===== config.mk =====
export PLATFORM = sky130hd
export DESIGN_NAME = flow_deser
export DESIGN_NICKNAME = d
export VERILOG_FILES = /design/src/rtl/flow_pkg.sv /design/src/rtl/ovf_counter.sv /design/src/rtl/flow_deser.sv
export SDC_FILE = /design/constraint.sdc
export NUM_CORES = 1
export LEC_CHECK = 0
export CAP_MARGIN = 20
export CORE_MARGIN = 4
export CORE_UTILIZATION = 56
export DETAILED_ROUTE_END_ITERATION = 10
export PLACE_DENSITY = 0.85
export SYNTH_ARGS = -nofsm -noshare
export SYNTH_HDL_FRONTEND = slang
export SYNTH_SLANG_ARGS = --single-unit

===== constraint.sdc =====
create_clock -name clock -period 2.3 [get_ports clock]
set_input_delay 0.575 -clock clock [delete_from_list [all_inputs] [get_ports clock]]
set_output_delay 0.575 -clock clock [all_outputs]
set_load 0.02 [all_outputs]

===== src/rtl/flow_pkg.sv =====
// Shared types and defaults for the flow deserializer and its overflow counter.
package flow_pkg;

  typedef enum logic {
    IDLE  = 1'b0,
    SHIFT = 1'b1
  } state_t;

  localparam int WIDTH_DEF = 8;
  localparam int CNT_W_DEF = 4;

  // Bits needed to count 0..w-1 received bits, never narrower than 1.
  function automatic int bit_cnt_width(input int w);
    return (w <= 2) ? 1 : $clog2(w);
  endfunction

endpackage


===== src/rtl/ovf_counter.sv =====
// Rising-edge detector on the comparator overflow level feeding a saturating event counter.
module ovf_counter
  import flow_pkg::*;
#(
  parameter int CNT_W = CNT_W_DEF
) (
  input  logic             clock,
  input  logic             resetb,
  input  logic             clr,
  input  logic             ovf_in,
  output logic [CNT_W-1:0] ovf_count,
  output logic             ovf_sat
);

  logic             r_ovf_d;
  logic [CNT_W-1:0] r_count;
  logic             w_rise;
  logic             w_sat;

  assign w_rise = ovf_in & ~r_ovf_d;
  assign w_sat  = &r_count;

  always_ff @(posedge clock or negedge resetb) begin
    if (!resetb) begin
      r_ovf_d <= 1'b0;
      r_count <= '0;
    end else begin
      r_ovf_d <= ovf_in;
      if (clr) begin
        r_count <= '0;
      end else if (w_rise && !w_sat) begin
        r_count <= r_count + 1'b1;
      end
    end
  end

  assign ovf_count = r_count;
  assign ovf_sat   = w_sat;

endmodule


===== src/rtl/flow_deser.sv =====
// Serial-to-parallel word assembler with a one-deep valid/ready output stage and overflow event tracking.
module flow_deser
  import flow_pkg::*;
#(
  parameter int WIDTH = WIDTH_DEF,
  parameter int CNT_W = CNT_W_DEF
) (
  input  logic             clock,
  input  logic             resetb,
  input  logic             bit_in,
  input  logic             bit_en,
  input  logic             ovf_in,
  input  logic             clr,
  input  logic             out_ready,
  output logic [WIDTH-1:0] data_out,
  output logic             data_valid,
  output logic [CNT_W-1:0] ovf_count,
  output logic             ovf_sat,
  output logic             drop
);

  localparam int              BC_W     = bit_cnt_width(WIDTH);
  localparam logic [BC_W-1:0] LAST_BIT = BC_W'(WIDTH - 1);

  state_t           r_state;
  state_t           w_state_next;
  logic [BC_W-1:0]  r_bit_cnt;
  logic [BC_W-1:0]  w_bit_cnt_next;
  logic [WIDTH-1:0] r_shift;
  logic [WIDTH-1:0] w_shift_next;
  logic [WIDTH-1:0] w_word;
  logic [WIDTH-1:0] r_data;
  logic             r_valid;
  logic             r_drop;
  logic             w_complete;
  logic             w_load;
  logic             w_consume;

  // Incoming bit lands at the position given by the bit counter, so bit 0 is the first one received.
  always_comb begin
    w_word            = r_shift;
    w_word[r_bit_cnt] = bit_in;
  end

  assign w_complete = bit_en & ~clr & (r_bit_cnt == LAST_BIT);
  assign w_consume  = r_valid & out_ready;
  assign w_load     = w_complete & (~r_valid | out_ready);

  always_comb begin
    w_state_next   = r_state;
    w_bit_cnt_next = r_bit_cnt;
    w_shift_next   = r_shift;
    if (clr) begin
      w_state_next   = IDLE;
      w_bit_cnt_next = '0;
      w_shift_next   = '0;
    end else if (bit_en) begin
      case (r_state)
        IDLE: begin
          w_state_next   = SHIFT;
          w_bit_cnt_next = r_bit_cnt + 1'b1;
          w_shift_next   = w_word;
        end
        SHIFT: begin
          if (w_complete) begin
            w_state_next   = IDLE;
            w_bit_cnt_next = '0;
            w_shift_next   = '0;
          end else begin
            w_bit_cnt_next = r_bit_cnt + 1'b1;
            w_shift_next   = w_word;
          end
        end
        default: begin
          w_state_next   = IDLE;
          w_bit_cnt_next = '0;
          w_shift_next   = '0;
        end
      endcase
    end
  end

  always_ff @(posedge clock or negedge resetb) begin
    if (!resetb) begin
      r_state   <= IDLE;
      r_bit_cnt <= '0;
      r_shift   <= '0;
    end else begin
      r_state   <= w_state_next;
      r_bit_cnt <= w_bit_cnt_next;
      r_shift   <= w_shift_next;
    end
  end

  // A completed word is lost only when the holding register is full and not draining this cycle.
  always_ff @(posedge clock or negedge resetb) begin
    if (!resetb) begin
      r_data  <= '0;
      r_valid <= 1'b0;
      r_drop  <= 1'b0;
    end else begin
      if (w_load) begin
        r_data  <= w_word;
        r_valid <= 1'b1;
      end else if (w_consume) begin
        r_valid <= 1'b0;
      end
      if (clr) begin
        r_drop <= 1'b0;
      end else if (w_complete && r_valid && !out_ready) begin
        r_drop <= 1'b1;
      end
    end
  end

  ovf_counter #(
    .CNT_W(CNT_W)
  ) u_ovf_counter (
    .clock     (clock),
    .resetb    (resetb),
    .clr       (clr),
    .ovf_in    (ovf_in),
    .ovf_count (ovf_count),
    .ovf_sat   (ovf_sat)
  );

  assign data_out   = r_data;
  assign data_valid = r_valid;
  assign drop       = r_drop;

endmodule

==> flow_summary.ini, run 1 <==
[sta]
timing.fmax_mhz = 474
setup_violations = 0
rsz0062_at_grt = no
post-route-period-util = 0.917
clock_skew_ns = 0.00121
worst_slew_pin_slew_ns = 0.710
finalHoldViolCount = 0
drv_slew = 0
slew_headroom = 0.525
setup_tns_ns = 0
whs_ns = 0.508
timing.final.crit_period_ns = 2.11

[yosys]
synth_flop_cell = dfrtp_1
yosysTopAreaCell = dfrtp_1
synth_seq_area_share = 0.495
synth_cell_type_count = 29
synth_seq_cells = 27
yosysWarnings = 0
synth_fp_nets = 119
synthArstFlopShare = 1.00
syn_inst = 109
netlist_area_mm2 = 0.00137
synth_edf_count = 0
ys_top_cells_by_area = dfrtp_1 49%, mux2_4 8.8%, nand3b_4 5.9%
synth_top_area_frac = 0.495
syn_avg_cell_area_um2 = 12.5

[critical_path]
r2r_start = r_bit_cnt[2]$_DFFE_PN0P_
crit_start = u_ovf_counter.ovf_count[0]$_DFFE_PN0P_
worst-endpoint-required_ns = 1.73
cp_max_fo = 6
cp-end-kind = output pin
start_kind = register
arrival_ns = 1.53
path_class = register to output pin
r2r_setup_slack_ns = 0.51
critical_path.top_delay_family = flip-flops
crit_path_max_incr_delay_ns = 0.43
cp_cell_sequence = ha_1 -> and3_1 -> dlygate4sd2_1
crit_path_top_delay_cell = dfrtp_1
cp_num_buf_inv = 1
r2r_cells = 4
r2r_end = data_out[5]$_DFFE_PN0P_

[cells_and_area]
diodes = 0
final_util = 0.713
drive_gt1_frac = 0.189
syn_to_final_growth_pct = 18.8
nets = 143
final_area_mm2 = 0.00162

[floorplanning]
io_pins = 22
dieArea_mm2 = 0.00329
rows = 17
start_util = 0.600
chipWidth_um = 57.4
die_y_um = 57.4
core_mm2 = 0.00228

[cts]
clk_transition_reported_paths_ns = 0.15
post_cts_buffers = 0
worstSkewPairLatency_ns = 0.32
cts_buffers = 3
cts_buffer_depth = 2
cts.sinks = 27
h-tree-depth = 1
cts_root_buf = clkbuf_4
tritoncts = built

[routing]
wl_um = 2660
vias = 965
wl_per_cell_um = 16.6
first_iter_violations = 25
via_per_inst = 6.03
first_pass_iters = 4
drc_errors = 0
ant_nets = 0

[grt]
grt_pass1_wl_um = 4610
grt_max_degree = 28
antenna_found_initial = 0
grt_pass1_vias = 955
grt_usage = 0.178
grt.overflow.total = 0

[worst_hold_path]
whs_path_depth = 2
hold_path_end = r_shift[0]$_DFFE_PN0P_
hold_path.class = register to register
hp-start = r_shift[0]$_DFFE_PN0P_

[power_and_ir_drop]
powerDensity_mw_per_mm2 = 486
clkPwrFrac = 0.264
intPower_uw = 589
seqPwrFrac = 0.623
switching_share = 0.254
power_switching_uw = 200
pwr-share-comb = 0.113
power_uw = 788
irDropWorstVdd_uv = 377
p_leak_nw = 0.834

[run_status]
status = finished clean

[placed_design]
gp_congestion = 0.755
dp_hpwl_um = 1970
port_buffers = 21
placed_area_mm2 = 0.00160

[job]
max_cap_violations = 0
==> kinds of logic after synthesis <==
group / Yosys count / share of synthesized area
flops: 27 / 0.495
simple gates: 30 / 0.173
compound gates: 27 / 0.136
fa+ha+maj: 3 / 0.0275
buf+inv: 9 / 0.0440
mux: 13 / 0.125
==> area by class of cell <==
type / count / area (um^2)
repair buffers: 26 / 246
well taps: 28 / 35.0
multi-input cells: 73 / 631
clock inverters: 1 / 5.00
flip-flops and latches: 27 / 676
inverters: 2 / 7.51
clock buffers: 3 / 22.5
fillers: 149 / 653
==> how the worst max path moves through the flow <==
stage                                                   to  depth (start not counted)
finish                                             ovf_sat                          3
global route                                       ovf_sat                          3
CTS                                                ovf_sat                          3
detailed placement                  r_shift[2]$_DFFE_PN0P_                          4
global placement                                   ovf_sat                          3
floorplan           u_ovf_counter.ovf_count[3]$_DFFE_PN0P_                          5
==> power by group through the flow <==
stage          Clock [mW]  Sequential, mW  Combinational, mW
4_1_cts             0.213           0.491             0.0901
3_3_place_gp            0           0.500             0.0855
2_1_floorplan           0           0.501             0.0522
5_1_grt             0.234           0.494             0.0986
6_report            0.208           0.492             0.0890
3_5_place_dp            0           0.500             0.0897
==> flip-flops by register name (all words and copies together), names as in the netlist <==
name                     flops
u_ovf_counter.ovf_count      4
drop                         1
r_shift                      8
data_valid                   1
data_out                     8
r_state                      1
r_bit_cnt                    3
u_ovf_counter.r_ovf_d        1
==> metal layers <==
layer	track usage	wire, um	vias up
li1	-	-	449
met1	0.246	1120	487
met3	0.0226	90	5
met4	0.0464	26	0
met5	0	0	-
met2	0.295	1430	24
==> repair_timing <==
item	in CTS	in global routing
resized for setup	1	0
endpoints found under the hold margin	0	0
setup endpoints to repair	1	0
hold buffers	0	0
==> cells in the mapped netlist, drive strengths merged, types with 3 or more instances <==
cell     n
buf      5
o31ai    4
dfrtp   27
nor3b    3
mux2i    5
mux2     8
nor2     4
nand3b   4
ha       3
a32o     5
nand2    9
o21ai   11
==> worst min-delay path, cell delays in order (launching register included) <==
cell,delay (ns)
dfrtp_1,0.37
nand2_1,0.05
o21ai_0,0.06
==> cells in the final DEF (no fill, tap or decap), types with 4 or more instances in the layout <==
master            n
o21ai_0          11
o31ai_1           4
mux2_4            8
mux2i_1           5
dfrtp_1          27
clkdlybuf4s50_1  20
nand3b_4          4
buf_4             5
a32o_1            5
nand2_1           9
==> through the flow <==
| step | std cells | worst slack, ns |
|---|---|---|
| after floorplan | 109 | 0.729 |
| after global placement | 156 | 0.327 |
| after detailed placement | 156 | 0.262 |
| after CTS | 160 | 0.195 |
| after global routing | 160 | 0.0994 |
| final | 160 | 0.191 |
(Power assumes the default switching activity.)
==> inputs of run 2 (changes only) <==
--- a/config.mk
+++ b/config.mk
@@ -8,6 +8,7 @@
 export CAP_MARGIN = 20
 export CORE_MARGIN = 4
 export CORE_UTILIZATION = 56
+export CTS_CLUSTER_DIAMETER = 30
 export DETAILED_ROUTE_END_ITERATION = 10
 export PLACE_DENSITY = 0.85
 export SYNTH_ARGS = -nofsm -noshare
==> results of run 2 <==
Final layout, timing and power as in run 1 (identical DEF).
